<file path="src/rtl/allpass_pkg.sv">
// Shared definitions for the polyphase allpass filter stages:
// default sample width, saturation limits and round-half-up/saturate helper.
package allpass_pkg;

    localparam int unsigned WIDTH = 16;

    function automatic logic signed [63:0] smax(input int unsigned w);
        return (64'sd1 <<< (w - 1)) - 64'sd1;
    endfunction

    function automatic logic signed [63:0] smin(input int unsigned w);
        return -(64'sd1 <<< (w - 1));
    endfunction

    // Halve with round-half-up (caller has already added the +1), then clamp to w bits.
    function automatic logic signed [63:0] sat_round_half(input logic signed [63:0] s,
                                                          input int unsigned w);
        logic signed [63:0] r;
        r = s >>> 1;
        if (r > smax(w))
            return smax(w);
        else if (r < smin(w))
            return smin(w);
        else
            return r;
    endfunction

endpackage

</file>
<file path="src/rtl/allpass_decim_combiner_sync_fifo.sv">
// First-word-fall-through synchronous FIFO; a push while full is accepted
// when a pop happens on the same edge.
module sync_fifo #(
    parameter int unsigned WIDTH = 16,
    parameter int unsigned DEPTH = 8
) (
    input  logic                       clk,
    input  logic                       rst,
    input  logic                       push,
    input  logic [WIDTH-1:0]           din,
    output logic                       full,
    input  logic                       pop,
    output logic [WIDTH-1:0]           dout,
    output logic                       empty,
    output logic [$clog2(DEPTH):0]     level
);
    localparam int unsigned AW = $clog2(DEPTH);

    logic [WIDTH-1:0] r_mem [DEPTH];
    logic [AW-1:0]    r_wptr;
    logic [AW-1:0]    r_rptr;
    logic [AW:0]      r_level;
    logic             w_pop_ok;
    logic             w_push_ok;

    assign empty     = (r_level == '0);
    assign full      = (r_level == (AW + 1)'(DEPTH));
    assign w_pop_ok  = pop && !empty;
    assign w_push_ok = push && (!full || w_pop_ok);
    assign dout      = empty ? '0 : r_mem[r_rptr];
    assign level     = r_level;

    always_ff @(posedge clk) begin
        if (w_push_ok)
            r_mem[r_wptr] <= din;
    end

    always_ff @(posedge clk) begin
        if (rst) begin
            r_wptr  <= '0;
            r_rptr  <= '0;
            r_level <= '0;
        end else begin
            if (w_push_ok)
                r_wptr <= r_wptr + 1'b1;
            if (w_pop_ok)
                r_rptr <= r_rptr + 1'b1;
            if (w_push_ok && !w_pop_ok)
                r_level <= r_level + 1'b1;
            else if (!w_push_ok && w_pop_ok)
                r_level <= r_level - 1'b1;
        end
    end

endmodule

</file>
<file path="src/rtl/allpass_decim_combiner.sv">
// Combines the two allpass branches (sum or difference), rounds, saturates,
// decimates by 2 and buffers results in an output FIFO with drop accounting.
module allpass_decim_combiner
    import allpass_pkg::*;
#(
    parameter int unsigned WIDTH      = allpass_pkg::WIDTH,
    parameter int unsigned FIFO_DEPTH = 8,
    parameter int unsigned CNT_W      = 16
) (
    input  logic                          clk,
    input  logic                          rst,
    input  logic                          in_valid,
    input  logic [WIDTH-1:0]              br0,
    input  logic [WIDTH-1:0]              br1,
    input  logic                          hp_sel,
    output logic                          out_valid,
    input  logic                          out_ready,
    output logic [WIDTH-1:0]              out_data,
    output logic [$clog2(FIFO_DEPTH):0]   fifo_level,
    output logic                          overflow,
    output logic [CNT_W-1:0]              drop_count,
    input  logic                          clr_ovf
);
    logic                      r_ph;
    logic                      r_s1_v;
    // Two guard bits: br0=max minus br1=min plus the rounding 1 needs WIDTH+2 to stay exact.
    logic signed [WIDTH+1:0]   r_s1;
    logic signed [WIDTH+1:0]   w_a;
    logic signed [WIDTH+1:0]   w_b;
    logic signed [WIDTH+1:0]   w_sum;
    logic [WIDTH-1:0]          w_res;
    logic                      w_keep;
    logic                      w_full;
    logic                      w_empty;
    logic                      w_pop;
    logic                      w_drop;
    logic                      r_ovf;
    logic [CNT_W-1:0]          r_drop_cnt;

    assign w_keep = in_valid && r_ph;
    assign w_a    = {{2{br0[WIDTH-1]}}, br0};
    assign w_b    = {{2{br1[WIDTH-1]}}, br1};
    assign w_sum  = hp_sel ? (w_a - w_b + (WIDTH + 2)'(1)) : (w_a + w_b + (WIDTH + 2)'(1));
    assign w_res  = WIDTH'(sat_round_half(64'(r_s1), WIDTH));

    assign out_valid = !w_empty;
    assign w_pop     = out_valid && out_ready;
    assign w_drop    = r_s1_v && w_full && !w_pop;

    always_ff @(posedge clk) begin
        if (rst) begin
            r_ph   <= 1'b0;
            r_s1_v <= 1'b0;
            r_s1   <= '0;
        end else begin
            if (in_valid)
                r_ph <= !r_ph;
            r_s1_v <= w_keep;
            if (w_keep)
                r_s1 <= w_sum;
        end
    end

    always_ff @(posedge clk) begin
        if (rst || clr_ovf) begin
            r_ovf      <= 1'b0;
            r_drop_cnt <= '0;
        end else if (w_drop) begin
            r_ovf <= 1'b1;
            if (r_drop_cnt != '1)
                r_drop_cnt <= r_drop_cnt + 1'b1;
        end
    end

    assign overflow   = r_ovf;
    assign drop_count = r_drop_cnt;

    sync_fifo #(
        .WIDTH (WIDTH),
        .DEPTH (FIFO_DEPTH)
    ) u_fifo (
        .clk   (clk),
        .rst   (rst),
        .push  (r_s1_v),
        .din   (w_res),
        .full  (w_full),
        .pop   (w_pop),
        .dout  (out_data),
        .empty (w_empty),
        .level (fifo_level)
    );

endmodule

</file>
<file path="config.mk">
export PLATFORM = sky130hd
export DESIGN_NAME = allpass_decim_combiner
export DESIGN_NICKNAME = d
export VERILOG_FILES = /design/src/rtl/allpass_pkg.sv /design/src/rtl/allpass_decim_combiner_sync_fifo.sv /design/src/rtl/allpass_decim_combiner.sv
export SDC_FILE = /design/constraint.sdc
export NUM_CORES = 1
export LEC_CHECK = 0
export ABC_CLOCK_PERIOD_IN_PS = 10800
export BUFFER_PORTS_ARGS = -buffer_cell sky130_fd_sc_hd__buf_2
export CAP_MARGIN = 20
export CORE_MARGIN = 4
export CORE_UTILIZATION = 65
export CTS_BUF_LIST = sky130_fd_sc_hd__clkbuf_16
export CTS_CLUSTER_DIAMETER = 150
export CTS_CLUSTER_SIZE = 12
export DETAILED_ROUTE_END_ITERATION = 8
export GPL_TIMING_DRIVEN = 0
export PLACE_DENSITY = 0.92
export SLEW_MARGIN = 20
export SYNTH_ARGS = -nofsm -noshare
export SYNTH_HDL_FRONTEND = slang
export SYNTH_HIERARCHICAL = 1
export SYNTH_SLANG_ARGS = --single-unit
</file>
<file path="constraint.sdc">
create_clock -name clk -period 10.8 [get_ports clk]
set_clock_uncertainty 0.15 [all_clocks]
set_input_delay 1.08 -clock clk [delete_from_list [all_inputs] [get_ports clk]]
set_output_delay 1.08 -clock clk [all_outputs]
set_load 0.01 [all_outputs]
</file>
-- Yosys cells after proc, flatten, opt, wreduce, memory -nomap -nowiden
Memory sizes are Yosys's and may differ from the RTL's. A register that Yosys moved wholly into a read port is not among the register bits.
Cells that the tools add are included.
Widths: inputs -> output; s select.
- $add $sub $neg: 9
- order comparisons: 2
- eq/ne operators: 2
- multiplexer cells: 10
- reduce and logical (&&, ||, !) cells: 19
- operators by type and width (operator ; number):
    $mux 16 ; 3
    $add 17x2->18 const B ; 2
    $mux 18 ; 1
    $add 16x16->17 ; 1
    $gt 17x16->1 const B ; 1
    $lt 17x16->1 const B ; 1
    $sub 16x16->17 ; 1
    $add 16x1->16 const B ; 1
    $ne 16x16->1 const B ; 1
    $logic_and 1x1->1 ; 8
    $mux 4 ; 2
    $add 3x1->3 const B ; 2
    $logic_not 1->1 ; 6
    $mux 3 ; 2
    $add 4x1->4 const B ; 1
    $eq 4x4->1 const B ; 1
    $logic_not 4->1 ; 1
    $sub 4x1->4 const B ; 1
    $logic_or 1x1->1 ; 2
    $mux 1 ; 2
    $reduce_and 2->1 ; 1
    $reduce_bool 2->1 ; 1
- register bits after elaboration: 47
- RAM bits: 128
- input bits: 38
- output and inout bits: 38
- word-level logic and storage cells: 51
- memories kept: 1
- memories (memory ; words ; width ; rd ports ; clocked after Yosys merged registers in ; write ports ; RTL line ; text):
    u_fifo.r_mem ; 8 ; 16 ; 1 ; 1 ; 1 ; allpass_decim_combiner_sync_fifo.sv:19 ; logic [WIDTH-1:0] r_mem [DEPTH];

-- Longest topological paths before layout
Gate-level depths: netlist of run 1.
- depth in word-level cells: 10
- mapped depth: 12
- depth with buffers taken out: 12

-- By module
The synthesis of run 1 kept the hierarchy.
- by module, submodules not included (module ; times used ; cells an instance ; area each (sq um)):
    sync_fifo ; 1 ; 274 ; 5516.5
    allpass_decim_combiner ; 1 ; 461 ; 3464.6

-- Least setup slack after synthesis of run 1
No wires, ideal clock.
- kind: input -> register
- from: input br0[1]
- to: register r_s1[15]
- arrival: 3.500 ns
- slack: 7.028 ns
- cell stages on the path: 12
- cell sequence: inv_1 ha_1 inv_1 ha_1 fa_1 a211oi_1 o21ai_0 o21ai_1 o31ai_1 o31a_1 xor2_1 a221o_1
- word-level cells in the longest chain between the ends: 3
- elaborated cells between the ends (all ways): 5
- those cells by class: add/sub: 4; mux: 1
- ends and longest elaborated chain (what ; RTL line ; text):
    from (decl) ; allpass_decim_combiner.sv:13 ; input logic [WIDTH-1:0] br0,
    $add 16x16->17 / $sub 16x16->17 (equally long branches) ; allpass_decim_combiner.sv:43 ; assign w_sum = hp_sel ? (w_a - w_b + (WIDTH + 2)'(1)) : (w_a + w_b + (WIDTH + 2)'(1));
    $add 17x2->18 ; allpass_decim_combiner.sv:43 ;
    $mux 18 * ; allpass_decim_combiner.sv:43 ;
    to (signal assigned) ; allpass_decim_combiner.sv:60 ; r_s1 <= w_sum;
    to (decl) ; allpass_decim_combiner.sv:27 ; logic signed [WIDTH+1:0] r_s1;
Mark *: on every way between the ends. The rest lies on a longest branch, timed or not.
A chain may end at the register's enable or synchronous reset.

-- Worst setup path after layout of run 1
- from: register u_fifo.r_level[1] (netlist: u_fifo/level[1])
- to: register u_fifo.r_level[3] (netlist: u_fifo/level[3])
- word-level cells in the longest chain between the ends: 9
- elaborated cells between the ends (all ways): 17
- those cells by class: add/sub: 2; eq/ne: 1; mux: 2; reduce/logical: 12
- ends and longest elaborated chain (what ; RTL line ; text):
    from (decl) ; allpass_decim_combiner_sync_fifo.sv:22 ; logic [AW:0] r_level;
    from (signal assigned) ; allpass_decim_combiner_sync_fifo.sv:49 ; r_level <= r_level + 1'b1;
    from (signal assigned) ; allpass_decim_combiner_sync_fifo.sv:51 ; r_level <= r_level - 1'b1;
    $logic_not 4->1 * ; allpass_decim_combiner_sync_fifo.sv:26 ; assign empty = (r_level == '0);
    named net w_empty ; allpass_decim_combiner.sv:34 ; logic w_empty;
    $logic_not 1->1 * ; allpass_decim_combiner.sv:46 ; assign out_valid = !w_empty;
    $logic_and 1x1->1 * ; allpass_decim_combiner.sv:47 ; assign w_pop = out_valid && out_ready;
    named net w_pop ; allpass_decim_combiner.sv:35 ; logic w_pop;
    $logic_and 1x1->1 * ; allpass_decim_combiner_sync_fifo.sv:28 ; assign w_pop_ok = pop && !empty;
    $logic_or 1x1->1 * ; allpass_decim_combiner_sync_fifo.sv:29 ; assign w_push_ok = push && (!full || w_pop_ok);
    $logic_and 1x1->1 * ; allpass_decim_combiner_sync_fifo.sv:29 ;
    named net u_fifo.w_push_ok ; allpass_decim_combiner_sync_fifo.sv:24 ; logic w_push_ok;
    $logic_not 1->1 ; allpass_decim_combiner_sync_fifo.sv:50 ; else if (!w_push_ok && w_pop_ok)
    $logic_and 1x1->1 ; allpass_decim_combiner_sync_fifo.sv:50 ;
    $reduce_bool 2->1 (no line) ; - ;
Mark *: on every way through the listed nets, which the timed path passes. The rest lies on a longest branch. The select of a mux whose other input is x is not followed.

==> metrics.csv, run 1 <==
metric;value;unit
fin_crit;4.202;ns
start_util;67.02;%
leakage;3.877;nW
min_from;r_s1[8];
slew-limit-headroom;25.30;%
ys_ff_latch;177;
drt_iter0_markers;611;
slowest_delay;0.66;ns
viasPerCell;6.177;
routabilityCongestion;0.9246;
drive_gt1_share;20.92;%
vias;6344;
cts-root-buf;clkbuf_16;
pwr_density_cell;163.2;nW/um^2
syn_nets;828;
clock_latency;0.42;ns
grtUsageTotal;26.47;%
core;13400;um^2
r2r_end;u_fifo/level[3];
syn_avg_cell_area;12.22;um^2
ys_types;70;
crit_family;simple AND/OR/NAND/NOR gates;
cts_tree;built;
area_growth;14.17;%
crit_slowest_cell;nor4_4;
synthArstFlopShare;0;%
path_buf_inv;3;
final_nets;931;
placement.io_buffers;75;
synth-main-ff-cell;edfxtp_1;
first_global_vias;6195;
cts_made_buffers;17;
grt_pass1_wl;32750;um
drv_slew;0;
antennaDiodeCount;0;
final_common_cell;edfxtp_1;
min_period_over_period;38.91;%
r2r_start;u_fifo/level[1];
post_drt_wl_per_cell;20.18;um
clockBufferDepth;2;
htree_levels;4;
hold_end;r_s1[8];
fp-row-count;42;
yosysSeqAreaShare;53.72;%
drc;0;
boundaryPins;76;
crit_path_end_kind;flip-flop;
tns;0;ns
nFillCells;790;
rsz0062_at_grt;false;
hold_viol_final;0;
netlist_area;8981;um^2
dr.pass1.iters;5;
start_kind;flip-flop;
worstPathMaxFanout;11;
rrSetupSlack;6.60;ns
ys_top_cells_by_area;edfxtp_1 (43%), dfxtp_1 (11%), mux4_2 (8.0%);
grt_antenna_before_repair;0;
cap_violations;0;
max_slew.worst_pin.slew;1.109;ns
antenna_left;0;
max_freq;238.0;MHz
grt_max_degree;17;
grt-ovfl-total;0;
whs_path_depth;2;
post_cts_buffers;0;
worstPathArrival;4.36;ns
path_clk_slew;0.07;ns
fin_ws;6.598;ns
dp_hpwl;14520;um
peakVddDrop;0.0001380;V
cts.sinks;177;
fp.dieArea;15760;um^2
ctsHoldBuffers;0;
synth_edf_count;128;
cts_resized;0;
cp_common_cell;ha_1;
yosysWarnings;6;
pre_cts_slack;6.646;ns
die_y;125.5;um
final-setup-viol-count;0;
worstHoldPathType;reg2reg;
die_w;125.5;um
reg2reg_depth;12;
critical_path_required;10.96;ns
synth_top_area_cell;edfxtp_1;
path_cells;nor4_4 > clkbuf_1 > nor2b_1 > o21ai_4 > inv_4 > ha_1 > inv_1 > ha_1 > a21oi_1 > a211oi_1 > a31oi_1 > mux2_2;
crit_type;reg2reg;
routed_wl;20730;um
syn_inst;735;
layout_common_cells;edfxtp_1 (128), nor2_1 (90), buf_2 (79);
status;completed;
synth_top_area_share;42.80;%
## synthesized netlist by cell type, types with 2 or more instances
cell type  number
nor2_1         93
fa_1            3
a211oi_1       10
a221oi_1        2
or3_1           5
o31ai_1         6
inv_1          34
nand2b_1       10
or2_2           2
xnor2_1        22
xor2_1         20
o21ai_0        29
or4_1           2
buf_1           6
dfxtp_1        49
nand3b_1        2
and2_1          4
o221ai_1        3
a31oi_1         4
o211ai_1        7
a21o_1          7
ha_1           52
nor4_1          3
o21a_1          2
nor3_1         17
o21bai_1        3
nor2b_1         5
nand2_1        55
and3_1          5
buf_2           2
mux2_2          2
nand4_1         6
clkbuf_1       14
buf_4           3
edfxtp_1      128
mux4_2         32
a21oi_1        26
nand3_1         6
mux2i_1        22
o21ai_1         2
## worst max path at each step
stage                     cells past startpoint  slack [ns]            start            endpoint
after CTS                                    12        6.63  u_fifo/level[1]     u_fifo/level[3]
after detailed placement                     13        6.65           br0[1]            r_s1[15]
after global placement                        4        5.82        out_ready  u_fifo/r_mem[0][3]
final                                        12        6.60  u_fifo/level[1]     u_fifo/level[3]
after floorplan                              12        7.03           br0[1]            r_s1[15]
after global routing                         12        6.40  u_fifo/level[1]     u_fifo/level[3]
## cell families (layout without fill, tap and decap cells)
family	count (synthesis)	count (layout)	synth area share, %
xor+xnor	43	43	4.277
flops	177	177	53.72
simple gates	223	223	11.56
buf+inv	61	177	2.731
mux	56	56	10.73
fa+ha+maj	55	55	7.913
compound gates	120	120	9.069
## sequential cells by signal (all words and copies together), names as in the netlist, named ones only
register,cells
u_fifo/r_rptr,3
overflow,1
r_s1,17
r_ph,1
u_fifo/level,4
r_s1_v,1
u_fifo/r_wptr,3
u_fifo/r_mem,128
drop_count,16
## cell type report
cell class | count | area, um^2 | share of cell area, %
multi-input combinational | 497 | 3945 | 38.47
clock buffer | 17 | 425.4 | 4.149
tap | 176 | 220.2 | 2.148
inverter | 36 | 137.6 | 1.342
clock inverter | 15 | 136.4 | 1.330
timing repair buffer | 84 | 456.7 | 4.454
sequential | 177 | 4825 | 47.05
buffer | 25 | 107.6 | 1.049
## per-layer routing
layer,share of wire (%),track usage (%),up-vias
met1,38,32.48,3089
li1,-,-,2933
met4,1.5,6.952,0
met3,6.9,4.179,25
met5,0,0,-
met2,54,48.71,297
## report_power, final
part	internal (mW)	switching, mW
Combinational	0.133	0.195
Clock	0.321	0.259
Sequential	0.752	0.0142
## through the flow
stage / area (um^2) / std cells / utilization, % / power (mW) / hold WS, ns
2_1_floorplan: 8981 / 735 / - / 1.002 / 0.2812
5_1_grt: 10250 / 1027 / 76.52 / 1.739 / 0.3522
3_5_place_dp: 9692 / 995 / 72.32 / 1.102 / 0.3055
4_1_cts: 10250 / 1027 / 76.52 / 1.673 / 0.3163
3_3_place_gp: 9577 / 986 / 71.47 / 1.082 / 0.2969
6_report: 10250 / 1027 / 76.52 / 1.674 / 0.3330
## tightest hold or removal path, cell delays in order (launching register included)
cell	delay (ns)
dfxtp_1	0.34
nand2_1	0.06
nand2_1	0.04
No activity file was read; power rests on OpenSTA's default activity.
==> inputs of run 2 (changes only) <==
ABC_CLOCK_PERIOD_IN_PS = 3510   (was 10800)
CORE_UTILIZATION = 54   (was 65)
PLACE_DENSITY = 0.82   (was 0.92)
clock period = 3.51 ns   (was 10.8 ns; I/O delays follow)
==> metrics.csv, run 2 (synthesis results as in run 1) <==
metric;value;unit;change
peakVddDrop;0.0003690;V;+170%
fp.dieArea;18760;um^2;+19%
htree_levels;4;;unchanged
path_buf_inv;3;;unchanged
routabilityCongestion;0.8896;;-3.8%
fin_ws;0.1883;ns;-6.410 ns
fin_crit;3.322;ns;-0.8801 ns
die_y;137.0;um;+9.1%
start_kind;flip-flop;;
worstPathMaxFanout;11;;unchanged
cts.sinks;177;;unchanged
antennaDiodeCount;0;;unchanged
max_freq;301.0;MHz;+26%
path_clk_slew;0.06;ns;about the same
status;completed;;
dr.pass1.iters;4;;-1
leakage;3.912;nW;+0.91%
crit_family;compound AO/OA/AOI/OAI gates;;
slew-limit-headroom;27.98;%;+2.7 points
route.met3.wl;1115;um;-22%
cts-root-buf;clkbuf_16;;
grt_pass1_wl;30860;um;-5.8%
drive_gt1_share;21.38;%;+0.46 points
die_w;137.0;um;+9.1%
max_slew.worst_pin.slew;1.069;ns;-0.03978 ns
pwr_density_cell;496.7;nW/um^2;+200%
final_nets;937;;+0.64%
power.internal;3.713;mW;+210%
switching_power;1.421;mW;+200%
wl_met2;9818;um;-12%
fp-row-count;46;;+9.5%
final_common_cell;edfxtp_1;;
cap_violations;0;;unchanged
layout_common_cells;edfxtp_1 (128), nor2_1 (90), buf_2 (81);;
viasPerCell;5.618;;-9.1%
cts_made_buffers;17;;unchanged
crit_path_end_kind;flip-flop;;
switching_share;27.68;%;-0.26 points
grt_max_degree;17;;unchanged
min_period_over_period;94.64;%;+56 points
routed_wl;19440;um;-6.2%
vias;6022;;-5.1%
pwr-share-seq;45.9;%;about the same
worstPathArrival;3.49;ns;-0.87 ns
crit_slowest_cell;dfxtp_1;;
dp_hpwl;13990;um;-3.6%
first_global_vias;5866;;-5.3%
slowest_delay;0.37;ns;-0.29 ns
crit_type;reg2reg;;
core;16120;um^2;+20%
met1_length;8161;um;+3.4%
cp_common_cell;ha_1;;
cts_tree;built;;
pwr-share-clk;34.6;%;about the same
hold_viol_final;0;;unchanged
area_growth;15.09;%;
path_cells;nor4_4 > clkbuf_4 > nor2b_1 > o21ai_4 > inv_4 > ha_1 > inv_1 > ha_1 > a21oi_1 > a211oi_1 > a31oi_1 > mux2_2;;
worst_hold_slack;0.04922;ns;-0.2838 ns
dr.max_layer_used;met4;;
worstHoldPathType;in2reg;;
placement.io_buffers;75;;unchanged
final-setup-viol-count;0;;unchanged
pre_cts_slack;-0.5109;ns;-7.157 ns
clock_latency;0.43;ns;about the same
boundaryPins;76;;unchanged
grt-ovfl-total;0;;unchanged
finalPower;5.134;mW;+210%
largest_reg_flops;128;;unchanged
post_drt_wl_per_cell;18.14;um;-10%
grt_antenna_before_repair;0;;unchanged
antenna_left;0;;unchanged
combPwrFrac;19.5;%;about the same
ctsHoldBuffers;0;;unchanged
clockBufferDepth;2;;unchanged
critical_path_required;3.68;ns;-7.28 ns
drt_iter0_markers;503;;-18%
drc;0;;unchanged
regMostFlops;u_fifo/r_mem;;
grtUsageTotal;21.70;%;-4.8 points
start_util;55.73;%;-11 points
drv_slew;0;;unchanged
## run 2: power by group through the flow
stage / combinational [mW] / clock (mW) / sequential, mW
finish: 1.00 / 1.77 / 2.36
global route: 1.11 / 1.88 / 2.36
CTS: 0.996 / 1.79 / 2.36
detailed placement: 0.972 / 0 / 2.40
global placement: 0.948 / 0 / 2.40
floorplan: 0.688 / 0 / 2.39
## run 2: worst paths after layout
path,start,end,slack (ns),depth (start not counted)
max reg2reg,u_fifo/level[3],u_fifo/level[3],0.19,12
max,u_fifo/level[3],u_fifo/level[3],0.19,12
min,in_valid,r_ph,0.05,3
min reg2reg,r_s1[2],r_s1[2],0.32,2
## run 2: area by class of cell
cell class | count | area [um^2]
buffer | 25 | 111.4
clock buffer | 17 | 425.4
multi-input combinational | 497 | 3945
fill | 1220 | 5779
timing repair buffer | 90 | 504.2
tap | 216 | 270.3
clock inverter | 14 | 117.6
sequential | 177 | 4825
inverter | 36 | 137.6
## run 2: metal layers
| metal | vias to the layer above | track usage [%] |
|---|---|---|
| li1 | 2940 | - |
| met1 | 2856 | 28.48 |
| met2 | 197 | 37.08 |
| met3 | 29 | 3.640 |
| met4 | 0 | 6.707 |
| met5 | - | 0 |
## run 2: what timing repair did
action | CTS | global route
gates resized for setup | 1 | 2
endpoints found under the setup margin | 9 | 1
pin swaps | 1 | 1
setup buffers | 1 | 0
## run 2: stage by stage
step,util (%),std cells,TNS [ns],area (um^2)
floorplan,-,735,0,8981
global placement,59.74,1026,-82.88,9627
detailed placement,60.67,1039,-1.550,9777
CTS,64.09,1071,0,10330
global route,64.14,1072,-0.01178,10340
finish,64.14,1072,0,10340
## run 2: worst reg2reg max path, stage by stage (launching register included)
cell and delay (ns):
dfxtp_1 0.37, nor4_4 0.37, clkbuf_4 0.31, nor2b_1 0.17
o21ai_4 0.30, inv_4 0.09, ha_1 0.22, inv_1 0.13
ha_1 0.29, a21oi_1 0.19, a211oi_1 0.10, a31oi_1 0.17
mux2_2 0.35
